## src/rtl/serial_adder_if.sv

```systemverilog
// Operand/result bundle for serial_adder: the start request and operands in, busy/done/result out.
// The ovf signal exists only when SERIAL_ADDER_OVF_EN is defined.
interface serial_adder_if #(
  parameter int WIDTH = 8
);
  logic             start;
  logic [WIDTH-1:0] a;
  logic [WIDTH-1:0] b;
  logic             c_in;
  logic             busy;
  logic             done;
  logic [WIDTH-1:0] sum;
  logic             c_out;
`ifdef SERIAL_ADDER_OVF_EN
  logic             ovf;

  modport master (output start, a, b, c_in, input busy, done, sum, c_out, ovf);
  modport slave  (input start, a, b, c_in, output busy, done, sum, c_out, ovf);
`else
  modport master (output start, a, b, c_in, input busy, done, sum, c_out);
  modport slave  (input start, a, b, c_in, output busy, done, sum, c_out);
`endif
endinterface

```

## src/rtl/serial_adder.sv

```systemverilog
// Bit-serial adder: one full-adder cell evaluated per clock, LSB first, WIDTH cycles per result.
// Optional signed-overflow output enabled by defining SERIAL_ADDER_OVF_EN.
module serial_adder #(
  parameter int WIDTH = 8
) (
  input logic          clk,
  input logic          rst,
  serial_adder_if.slave bus
);

  localparam int CNT_W = $clog2(WIDTH + 1);

  typedef enum logic {IDLE, RUN} state_t;

  state_t           state;
  state_t           state_next;
  logic [WIDTH-1:0] a_sr;
  logic [WIDTH-1:0] b_sr;
  logic [WIDTH-1:0] res;
  logic [WIDTH-1:0] res_next;
  logic [WIDTH-1:0] sum_q;
  logic             carry;
  logic             carry_next;
  logic             sum_bit;
  logic [CNT_W-1:0] cnt;
  logic             load;
  logic             last;
  logic             done_q;
  logic             c_out_q;
`ifdef SERIAL_ADDER_OVF_EN
  logic             ovf_q;
`endif

  always_comb begin
    state_next = state;
    load       = 1'b0;
    last       = 1'b0;
    case (state)
      IDLE: begin
        if (bus.start) begin
          load       = 1'b1;
          state_next = RUN;
        end
      end
      RUN: begin
        if (cnt == CNT_W'(WIDTH - 1)) begin
          last       = 1'b1;
          state_next = IDLE;
        end
      end
      default: state_next = IDLE;
    endcase
  end

  // Single full-adder cell on the operand LSBs; the new sum bit enters at the MSB
  // so after WIDTH shifts the result register is fully aligned (works for WIDTH=1 too).
  always_comb begin
    sum_bit    = a_sr[0] ^ b_sr[0] ^ carry;
    carry_next = (a_sr[0] & b_sr[0]) | ((a_sr[0] ^ b_sr[0]) & carry);
    res_next   = WIDTH'({sum_bit, res} >> 1);
  end

  always_ff @(posedge clk) begin
    if (rst) begin
      state <= IDLE;
    end else begin
      state <= state_next;
    end
  end

  always_ff @(posedge clk) begin
    if (rst) begin
      a_sr    <= '0;
      b_sr    <= '0;
      res     <= '0;
      carry   <= 1'b0;
      cnt     <= '0;
      done_q  <= 1'b0;
      sum_q   <= '0;
      c_out_q <= 1'b0;
`ifdef SERIAL_ADDER_OVF_EN
      ovf_q   <= 1'b0;
`endif
    end else begin
      done_q <= last;
      if (load) begin
        a_sr  <= bus.a;
        b_sr  <= bus.b;
        carry <= bus.c_in;
        cnt   <= '0;
        res   <= '0;
      end else if (state == RUN) begin
        a_sr  <= a_sr >> 1;
        b_sr  <= b_sr >> 1;
        carry <= carry_next;
        res   <= res_next;
        if (!last) begin
          cnt <= cnt + CNT_W'(1);
        end
        if (last) begin
          sum_q   <= res_next;
          c_out_q <= carry_next;
`ifdef SERIAL_ADDER_OVF_EN
          ovf_q   <= carry ^ carry_next;
`endif
        end
      end
    end
  end

  assign bus.busy  = (state == RUN);
  assign bus.done  = done_q;
  assign bus.sum   = sum_q;
  assign bus.c_out = c_out_q;
`ifdef SERIAL_ADDER_OVF_EN
  assign bus.ovf   = ovf_q;
`endif

endmodule
```

## src/flat_wrapper.sv

```systemverilog
// flat-port wrapper written by rule: the top's interface ports become plain ports
module serial_adder_flat 
#(
  parameter int WIDTH = 8
)
  (clk, rst, bus_start, bus_a, bus_b, bus_c_in, bus_busy, bus_done, bus_sum, bus_c_out);
  serial_adder_if #(.WIDTH(WIDTH)) bus_i ();
  input logic clk;
  input logic rst;
  input wire logic [$bits(bus_i.start)-1:0] bus_start;
  input wire logic [$bits(bus_i.a)-1:0] bus_a;
  input wire logic [$bits(bus_i.b)-1:0] bus_b;
  input wire logic [$bits(bus_i.c_in)-1:0] bus_c_in;
  output wire logic [$bits(bus_i.busy)-1:0] bus_busy;
  output wire logic [$bits(bus_i.done)-1:0] bus_done;
  output wire logic [$bits(bus_i.sum)-1:0] bus_sum;
  output wire logic [$bits(bus_i.c_out)-1:0] bus_c_out;
  assign bus_i.start = bus_start;
  assign bus_i.a = bus_a;
  assign bus_i.b = bus_b;
  assign bus_i.c_in = bus_c_in;
  assign bus_busy = bus_i.busy;
  assign bus_done = bus_i.done;
  assign bus_sum = bus_i.sum;
  assign bus_c_out = bus_i.c_out;
  serial_adder #(.WIDTH(WIDTH)) u_core (.clk(clk), .rst(rst), .bus(bus_i));
endmodule
```

## config.mk

```make
export PLATFORM = sky130hd
export DESIGN_NAME = serial_adder_flat
export DESIGN_NICKNAME = d
export VERILOG_FILES = /design/src/rtl/serial_adder_if.sv /design/src/rtl/serial_adder.sv /design/src/flat_wrapper.sv
export SDC_FILE = /design/constraint.sdc
export NUM_CORES = 1
export LEC_CHECK = 0
export BUFFER_PORTS_ARGS = -buffer_cell sky130_fd_sc_hd__buf_2
export CORE_ASPECT_RATIO = 1.75
export CORE_UTILIZATION = 34
export CTS_CLUSTER_DIAMETER = 80
export DETAILED_ROUTE_END_ITERATION = 12
export GPL_TIMING_DRIVEN = 0
export MAX_ROUTING_LAYER = met4
export SYNTH_ARGS = -nofsm -noshare
export SYNTH_HDL_FRONTEND = slang
export SYNTH_SLANG_ARGS = --single-unit
```

## constraint.sdc

```tcl
create_clock -name clk -period 1.6 [get_ports clk]
set_input_delay 0.08 -clock clk [delete_from_list [all_inputs] [get_ports clk]]
set_output_delay 0.08 -clock clk [all_outputs]
set_load 0.05 [all_outputs]
```

== Word-level counts from Yosys, hierarchy flattened ==
Index checks and enable logic that the tools add are counted.
Word-level totals
  bits in read-only memories: 0
  register bits: 40
  RAM bits: 0
  input bits: 20
  latch bits: 0
  memories: 0
Cells by class
  muxes and demuxes: 12
  multiply operators: 0
  div/mod/pow operators: 0
  order comparisons: 0
  reduce and logical (&&, ||, !) cells: 4
  add/subtract/negate cells: 1
  shifts and indexed selects: 0
  bitwise operators: 8
  eq/ne operators: 1
Operator list (count)
  two-way mux 8 bit: 4
  two-way mux 1 bit: 7
  adder 4 x 1 -> 4 bit (second input constant): 1
  equality test 4 x 3 -> 1 bit (second input constant): 1
  NOT 1 bit: 3
  AND reduction 3 bit: 1
  AND 1 bit: 2
  one-hot mux 1 bit (2 select lines): 1
  AND reduction 2 bit: 1
  nonzero test 2 bit: 1
  OR reduction 2 bit: 1
  XOR 1 bit: 2
  OR 1 bit: 1

== Depth between registers and ports, before layout ==
Gate-level depths: netlist of the first run.
  depth after elaboration: 5
  depth in mapped cells: 5

== Worst setup path after synthesis of the first run ==
OpenSTA, ideal clock, no wires.
  kind: reg2reg
  start point: reg u_core.state, in the netlist u_core.bus.busy
  end point: reg u_core.cnt[1]
  setup slack: 0.118 ns
  period minus slack after synthesis: 1.482 ns
  cell stages (with the launch flop): 6
  data arrival time: 1.410 ns
  data required time: 1.528 ns
  path through: dfxtp_1 -> buf_2 -> buf_4 -> buf_2 -> nand3b_1 -> a21oi_1
Between the ends
  word-level cells in the longest chain between the ends: 3
  elaborated cells on any way between the ends: 5
  classes of those cells: 2 x mux; 1 x bitwise; 2 x reduce/logical
Ends and longest elaborated chain
  from (decl): RTL line serial_adder.sv:15  | state_t state;
  from (signal assigned): RTL line serial_adder.sv:67  | state <= state_next;
  two-way mux 1 bit: RTL line serial_adder.sv:38  | case (state)
  NOT 1 bit (no source line)
  AND reduction 2 bit (no source line)
  to (signal assigned): RTL line serial_adder.sv:98  | cnt <= cnt + CNT_W'(1);
  to (decl): RTL line serial_adder.sv:25  | logic [CNT_W-1:0] cnt;
Parallel ways exist; a longest one is shown, timed or not.
A chain may end at the register's enable or synchronous reset.

== Final worst setup path of the first run ==
  start point: reg u_core.cnt[0]
  end point: reg u_core.cnt[3]
Between the ends
  word-level cells in the longest chain between the ends: 5
  elaborated cells on any way between the ends: 6
  classes of those cells: 1 x add/sub; 1 x eq/ne; 2 x mux; 1 x bitwise; 1 x reduce/logical
Ends and longest elaborated chain
  equality test 4 x 3 -> 1 bit: RTL line serial_adder.sv:46  | if (cnt == CNT_W'(WIDTH - 1)) begin
  two-way mux 1 bit: RTL line serial_adder.sv:46
  two-way mux 1 bit: RTL line serial_adder.sv:38
  NOT 1 bit (no source line)
  AND reduction 2 bit (no source line)
Parallel ways exist; a longest one is shown, timed or not.

==> results.json, run 1 <==
{
  "path_cells": "ha_1 -> and3b_1 -> or3_1 -> a21oi_1",
  "wl_per_cell_um": 11.8,
  "drt-total-wl_um": 2920,
  "min_period_ns": 1.40,
  "drt_iter0_drc": 20,
  "layout.nets": 217,
  "initial_core_util": 0.355,
  "met2_wirelength_um": 1480,
  "ios": 31,
  "syn_area_um2": 1570,
  "cts_tree": "yes",
  "diodes": 0,
  "top_layer_used": "met4",
  "clk_latency_ns": 0.29,
  "num_rows": 32,
  "cts_sinks": 39,
  "path_buf_inv": 0,
  "finalSetupViolCount": 0,
  "fmaxAchievable_mhz": 713,
  "netlist_top_cells_area": "dfxtp_1 50%, mux2_2 8.6%, nand2_1 7.7%",
  "antenna_found_initial": 0,
  "overflow": 0,
  "gp_routability_congestion": 0.699,
  "grt_pass1_wl_um": 5000,
  "cp_slowest_cell": "or3_1",
  "fin_crit_sh": 0.877,
  "drtPass1Iterations": 4,
  "clkTransAtPathRegs_ns": 0.07,
  "start_kind": "flop",
  "grt_pass1_vias": 1156,
  "synth-edff-count": 0,
  "synth_seq_area_share": 0.499,
  "status": "finished, final reports clean",
  "ys.warnings.count": 0,
  "htreeDepth": 2,
  "dieArea_um2": 4890,
  "worstSetupEndpointType": "flop",
  "core_area_um2": 4400,
  "drc": 0,
  "die_h_um": 91.8,
  "grt_max_degree": 13,
  "ys_seq_elements": 39,
  "maxSlewViolCount": 0,
  "critical_path_arrival_ns": 1.63,
  "syn_to_final_growth_pct": 20.0,
  "clk_path_buf_depth": 2,
  "crit_type": "flop to flop",
  "reg2reg_slack_ns": 0.20,
  "yosysUniqueCellTypes": 28,
  "numCtsBuffers": 5,
  "met3_length_um": 134,
  "hold_buffers": 0,
  "slew_headroom": 0.649,
  "synth_top_area_frac": 0.499,
  "synth_top_area_cell": "dfxtp_1",
  "post_cts_buffers": 0,
  "async_reset_ff_frac": 0,
  "vias": 1212,
  "portBuffers": 29,
  "cts_resized": 0,
  "hpwl_um": 2180,
  "drive_gt1_frac": 0.296,
  "synth_ff_type": "dfxtp_1",
  "crit_family": "simple AND/OR/NAND/NOR gates",
  "final_util": 0.426,
  "cts_root_buffer": "clkbuf_8",
  "cp_slowest_stage_delay_ns": 0.35,
  "fillers": 470,
  "fin_skew_ns": 0.00869,
  "cp_max_fo": 5,
  "fin_setup_tns_ns": 0,
  "max-vdd-ir-drop_uv": 777,
  "rsz0062_at_grt": "false",
  "hold_violations": 0,
  "required_ns": 1.82,
  "postRouteAntennaNets": 0,
  "p_leak_nw": 0.806,
  "syn_nets": 181,
  "routed_via_density": 4.91,
  "cap_violations": 0,
  "postSynthAreaPerCell_um2": 9.84,
  "synth_cells": 159,
  "die_width_um": 53.3,
  "worst_pin_slew_ns": 0.525,
  "power.density_nw_per_um2": 1030,
  "hp-class": "input pin to flop",
  "m1WireLength_um": 1260,
  "grt_use_total": 0.141
}
## sequential cells by signal, summed over array words and instances (netlist names)
name and cells:
u_core.bus.c_out 1, u_core.cnt 4, u_core.bus.busy 1, u_core.bus.done 1, u_core.bus.sum 8, u_core.b_sr 8
u_core.a_sr 8, u_core.carry 1, u_core.res 7
## stage by stage
step	std cells	setup slack [ns]	hold slack (ns)	instance area, um2	total power [mW]
2_1_floorplan	159	0.118	0.275	1570	1.17
3_3_place_gp	239	0.225	0.371	1770	1.23
3_5_place_dp	239	0.199	0.380	1770	1.23
4_1_cts	247	0.176	0.0751	1880	1.96
5_1_grt	247	0.0707	0.0787	1880	2.02
6_report	247	0.197	0.0723	1880	1.93
## logic make-up after synthesis
kind of cell,Yosys count,synth area share
AND/OR/NAND/NOR,50,0.141
flip-flops,39,0.499
AO/OA/AOI/OAI,32,0.135
multiplexers,24,0.165
buffers and inverters,12,0.0392
adder cells (fa/ha/maj),2,0.0208
## area by class of cell
type / count / area, um2 / area share
Clock inverter: 1 / 7.51 / 0.00400
Multi-Input combinational cell: 108 / 723 / 0.385
Clock buffer: 7 / 96.3 / 0.0513
Tap cell: 51 / 63.8 / 0.0340
Sequential cell: 39 / 781 / 0.416
Timing Repair Buffer: 29 / 145 / 0.0773
Buffer: 10 / 53.8 / 0.0286
Inverter: 2 / 7.51 / 0.00400
## worst reg2reg max path: cells and delay by family (launching register included)
| kind | cells | cell delay, ns |
|---|---|---|
| flops | 1 | 0.34 |
| compound gates | 1 | 0.14 |
| fa+ha+maj | 1 | 0.26 |
| simple gates | 2 | 0.60 |
## layout by cell type (no fill, tap or decap), drive strengths merged, types with 2 or more instances in the layout
cell,Yosys,layout
nor3,3,3
buf,7,36
a21oi,18,18
nand2,32,32
dfxtp,39,39
and4,2,2
mux2i,9,9
inv,2,2
a22o,9,9
clkbuf,3,10
mux2,15,15
nor2,7,7
## final timing paths
check                 startpoint        endpoint  depth (start not counted)
hold reg to reg   u_core.b_sr[4]  u_core.b_sr[3]                          2
setup reg to reg   u_core.cnt[0]   u_core.cnt[3]                          4
setup / recovery   u_core.cnt[0]   u_core.cnt[3]                          4
hold / removal          bus_a[7]  u_core.a_sr[7]                          3
## synth_stat cells, drive strengths merged (2+ instances only)
cell	count
dfxtp	39
mux2	15
nor3	3
a21oi	18
inv	2
clkbuf	3
nor2	7
nand2	32
a22o	9
buf	7
mux2i	9
and4	2
## power by group
part | switching, mW | total (mW) | internal (mW)
clock network | 0.333 | 0.725 | 0.392
registers | 0.0177 | 1.02 | 1.00
logic | 0.0973 | 0.184 | 0.0863
total | 0.448 | 1.93 | 1.48
## layer usage
| metal | track usage | up-vias |
|---|---|---|
| met5 | - | - |
| met4 | 0.0526 | 0 |
| met3 | 0.0481 | 5 |
| met2 | 0.239 | 27 |
| met1 | 0.145 | 556 |
| li1 | - | 624 |
(Power assumes the default switching activity.)
==> run 2, diff against run 1 <==
--- a/config.mk
+++ b/config.mk
@@ -12,6 +12,7 @@
 export DETAILED_ROUTE_END_ITERATION = 12
 export GPL_TIMING_DRIVEN = 0
 export MAX_ROUTING_LAYER = met4
+export RECOVER_POWER = 25
 export SYNTH_ARGS = -nofsm -noshare
 export SYNTH_HDL_FRONTEND = slang
 export SYNTH_SLANG_ARGS = --single-unit
==> results.json, run 2 (synthesis results as in run 1) <==
{
  "status": "finished, final reports clean",
  "dieArea_um2": 4890,
  "hold-worst-slack_ns": 0.0723,
  "numCtsBuffers": 5,
  "top_layer_used": "met4",
  "clkTransAtPathRegs_ns": 0.07,
  "overflow": 0,
  "critical_path_arrival_ns": 1.63,
  "hold_violations": 0,
  "ios": 31,
  "path_buf_inv": 0,
  "seqCellArea_um2": 781,
  "gp_routability_congestion": 0.699,
  "grt_pass1_wl_um": 5000,
  "hpwl_um": 2180,
  "fin_skew_ns": 0.00871,
  "fin_crit_sh": 0.877,
  "cts_tree": "yes",
  "portBuffers": 29,
  "critical_path_cell_count": 4,
  "wl_per_cell_um": 11.9,
  "finalSetupViolCount": 0,
  "htreeDepth": 2,
  "cts_resized": 0,
  "power.density_nw_per_um2": 1030,
  "grt_pass1_vias": 1156,
  "worst_pin_slew_ns": 0.596,
  "cts_root_buffer": "clkbuf_8",
  "postRouteAntennaNets": 0,
  "layout.nets": 217,
  "multi_input_area_um2": 723,
  "fin_setup_tns_ns": 0,
  "finalPower_mw": 1.93,
  "maxSlewViolCount": 0,
  "cts_sinks": 39,
  "crit_path_start": "u_core.cnt[0]",
  "path_cells": "ha_1 -> and3b_1 -> or3_1 -> a21oi_1",
  "cp_max_fo": 5,
  "rr_startpoint": "u_core.cnt[0]",
  "cap_violations": 0,
  "diodes": 0,
  "die_h_um": 91.8,
  "hp-class": "input pin to flop",
  "min_period_ns": 1.40,
  "rsz0062_at_grt": "false",
  "fmaxAchievable_mhz": 713,
  "syn_to_final_growth_pct": 19.0,
  "start_kind": "flop",
  "hold_buffers": 0,
  "holdPathStages": 3,
  "die_width_um": 53.3,
  "drtPass1Iterations": 4,
  "num_rows": 32,
  "drc": 0,
  "post_cts_buffers": 0,
  "routed_via_density": 4.90,
  "initial_core_util": 0.355,
  "slew_headroom": 0.605,
  "drive_gt1_frac": 0.235,
  "cp_slowest_stage_delay_ns": 0.35,
  "worstSetupEndpointType": "flop",
  "r2r_cells": 4,
  "fillers": 472,
  "grt_max_degree": 13,
  "final_common_cell": "dfxtp_1",
  "cp_slowest_cell": "or3_1",
  "place_ws_ns": 0.199,
  "crit_type": "flop to flop",
  "core_area_um2": 4400,
  "met2_wirelength_um": 1480,
  "antenna_found_initial": 0,
  "crit_family": "simple AND/OR/NAND/NOR gates",
  "drt-total-wl_um": 2930,
  "final_cell_mix": "39 x dfxtp_1, 32 x nand2_1, 21 x buf_2",
  "max-vdd-ir-drop_uv": 777,
  "m1WireLength_um": 1260,
  "layout_setup_ws_ns": 0.197,
  "required_ns": 1.82,
  "met3_length_um": 143,
  "final_util": 0.423,
  "drt_iter0_drc": 28,
  "hold_path.startpoint": "bus_a[7]",
  "vias": 1210,
  "grt_use_total": 0.141,
  "clk_path_buf_depth": 2,
  "clk_latency_ns": 0.29,
  "p_leak_nw": 0.755
}
## run 2: changes by cell type in the layout (fill, tap and decap cells not counted), sizes merged
cell,delta
buf,-12
clkbuf,+12
## run 2: area by class of cell
cell class / count / area share
sequential: 39 / 0.419
multi-input combinational: 108 / 0.388
timing repair buffer: 29 / 0.0705
clock buffer: 7 / 0.0517
tap: 51 / 0.0343
buffer: 10 / 0.0282
clock inverter: 1 / 0.00403
inverter: 2 / 0.00403
## run 2: worst paths after layout
kind / to / slack, ns
max: u_core.cnt[3] / 0.20
max reg2reg: u_core.cnt[3] / 0.20
min: u_core.a_sr[7] / 0.07
min reg2reg: u_core.b_sr[3] / 0.45
## run 2: power by group
group,internal [mW],switching (mW),total (mW)
clock,0.392,0.333,0.725
combinational,0.0852,0.0975,0.183
sequential,1.00,0.0178,1.02
total,1.48,0.448,1.93
## run 2: worst register-to-register path, stage by stage, from the launching register on
cell	delay (ns)
dfxtp_1	0.34
ha_1	0.26
and3b_1	0.25
or3_1	0.35
a21oi_1	0.14
## run 2: layer usage
metal / vias up / global-route usage
met5: - / -
met4: 0 / 0.0526
met3: 5 / 0.0481
met2: 27 / 0.239
met1: 554 / 0.145
li1: 624 / -
## run 2: per-stage QoR
step | instances | instance area (um2)
floorplan | 159 | 1570
global placement | 239 | 1770
detailed placement | 239 | 1770
CTS | 247 | 1880
global route | 247 | 1860
finish | 247 | 1860
==> run 3, diff against run 2 <==
--- a/config.mk
+++ b/config.mk
@@ -7,12 +7,14 @@
 export LEC_CHECK = 0
 export BUFFER_PORTS_ARGS = -buffer_cell sky130_fd_sc_hd__buf_2
 export CORE_ASPECT_RATIO = 1.75
-export CORE_UTILIZATION = 34
+export CORE_UTILIZATION = 45
 export CTS_CLUSTER_DIAMETER = 80
 export DETAILED_ROUTE_END_ITERATION = 12
 export GPL_TIMING_DRIVEN = 0
 export MAX_ROUTING_LAYER = met4
+export PLACE_DENSITY = 0.67
 export RECOVER_POWER = 25
+export SKIP_LAST_GASP = 1
 export SYNTH_ARGS = -nofsm -noshare
 export SYNTH_HDL_FRONTEND = slang
 export SYNTH_SLANG_ARGS = --single-unit
==> results.json, run 3 (synthesis results as in run 1) <==
{
  "numCtsBuffers": 5,
  "p_sw_mw": 0.441,
  "fmaxAchievable_mhz": 697,
  "gp_routability_congestion": 0.717,
  "fin_cells": 240,
  "hp-class": "input pin to flop",
  "portBuffers": 29,
  "clk_latency_ns": 0.29,
  "max-vdd-ir-drop_uv": 551,
  "drt_iter0_drc": 25,
  "postRouteAntennaNets": 0,
  "post_cts_buffers": 0,
  "met3_length_um": 120,
  "hold-worst-slack_ns": 0.0985,
  "cap_violations": 0,
  "cts_resized": 0,
  "status": "finished, final reports clean",
  "cp_slowest_cell": "dfxtp_1",
  "top_layer_used": "met4",
  "drt-total-wl_um": 3110,
  "syn_to_final_growth_pct": 17.5,
  "cts_root_buffer": "clkbuf_8",
  "cp_max_fo": 10,
  "overflow": 0,
  "slew_headroom": 0.603,
  "m1WireLength_um": 1240,
  "critical_path_arrival_ns": 1.65,
  "hold_violations": 0,
  "wl_per_cell_um": 13.0,
  "intPower_mw": 1.43,
  "dieArea_um2": 3730,
  "min_period_ns": 1.44,
  "htreeDepth": 2,
  "cts_tree": "yes",
  "fin_skew_ns": 0.00307,
  "final_cell_mix": "39 x dfxtp_1, 32 x nand2_1, 21 x buf_2",
  "path_cells": "clkbuf_1 -> buf_4 -> buf_2 -> nand3b_1 -> a21oi_1",
  "grt_pass1_vias": 1223,
  "grt_max_degree": 12,
  "cts_sinks": 39,
  "fin_setup_tns_ns": 0,
  "p_leak_nw": 0.751,
  "core_area_um2": 3360,
  "grt_use_total": 0.192,
  "grt_pass1_wl_um": 4930,
  "hold_buffers": 0,
  "swShare": 0.236,
  "finalSetupViolCount": 0,
  "initial_core_util": 0.465,
  "drc": 0,
  "routed_via_density": 5.19,
  "pwr-share-comb": 0.100,
  "dp.cells": 233,
  "final_common_cell": "dfxtp_1",
  "antenna_found_initial": 0,
  "rsz0062_at_grt": "false",
  "seqPwrFrac": 0.547,
  "crit_type": "flop to flop",
  "final_util": 0.547,
  "clkTransAtPathRegs_ns": 0.07,
  "clockPowerShare": 0.353,
  "worstSetupEndpointType": "flop",
  "num_rows": 28,
  "met2_wirelength_um": 1700,
  "cp_slowest_stage_delay_ns": 0.34,
  "worst_pin_slew_ns": 0.597,
  "die_h_um": 80.0,
  "drtPass1Iterations": 4,
  "clk_path_buf_depth": 2,
  "diodes": 0,
  "drive_gt1_frac": 0.231,
  "power.density_nw_per_um2": 1020,
  "layout.nets": 217,
  "fin_crit_sh": 0.897,
  "die_width_um": 46.6,
  "ios": 31,
  "hpwl_um": 2270,
  "maxSlewViolCount": 0,
  "required_ns": 1.81,
  "start_kind": "flop",
  "vias": 1245
}
[run 3: layout make-up]
type,count,area (um2)
Fill cell,336,1520
Sequential cell,39,781
Multi-Input combinational cell,108,723
Timing Repair Buffer,29,131
Clock buffer,6,82.6
Tap cell,45,56.3
Buffer,10,52.6
Inverter,2,7.51
Clock inverter,1,5.00
[run 3: final timing paths]
path,to,slack [ns],start,cells past startpoint
worst min register to register,u_core.b_sr[2],0.46,u_core.b_sr[3],2
worst min-delay path,u_core.b_sr[7],0.1,bus_b[7],3
worst max-delay path,u_core.cnt[1],0.16,u_core.bus.busy,5
worst max register to register,u_core.cnt[1],0.16,u_core.bus.busy,5
[run 3: routing by layer]
metal  vias up  track usage
li1        622            -
met1       583        0.174
met2        34        0.332
met3         6       0.0339
met4         0        0.135
met5         -            -
[run 3: per-stage QoR]
step	instance area, um2	power, mW	setup slack [ns]
6_report	1840	1.87	0.165
4_1_cts	1850	1.90	0.213
2_1_floorplan	1570	1.17	0.118
3_3_place_gp	1770	1.22	0.265
5_1_grt	1840	1.95	0.0960
3_5_place_dp	1770	1.23	0.227
[run 3: worst max-delay path, delay by kind of cell (launching register included)]
| kind | cells | cell delay (ns) |
|---|---|---|
| and+or+nand+nor | 1 | 0.12 |
| buffers and inverters | 3 | 0.75 |
| AOI/OAI and AO/OA | 1 | 0.15 |
| DFF | 1 | 0.34 |
[run 3: power groups by stage]
stage / combinational, mW / clock (mW) / sequential [mW]
finish: 0.187 / 0.659 / 1.02
global route: 0.207 / 0.718 / 1.02
CTS: 0.190 / 0.684 / 1.02
detailed placement: 0.190 / 0 / 1.04
global placement: 0.182 / 0 / 1.04
floorplan: 0.131 / 0 / 1.04
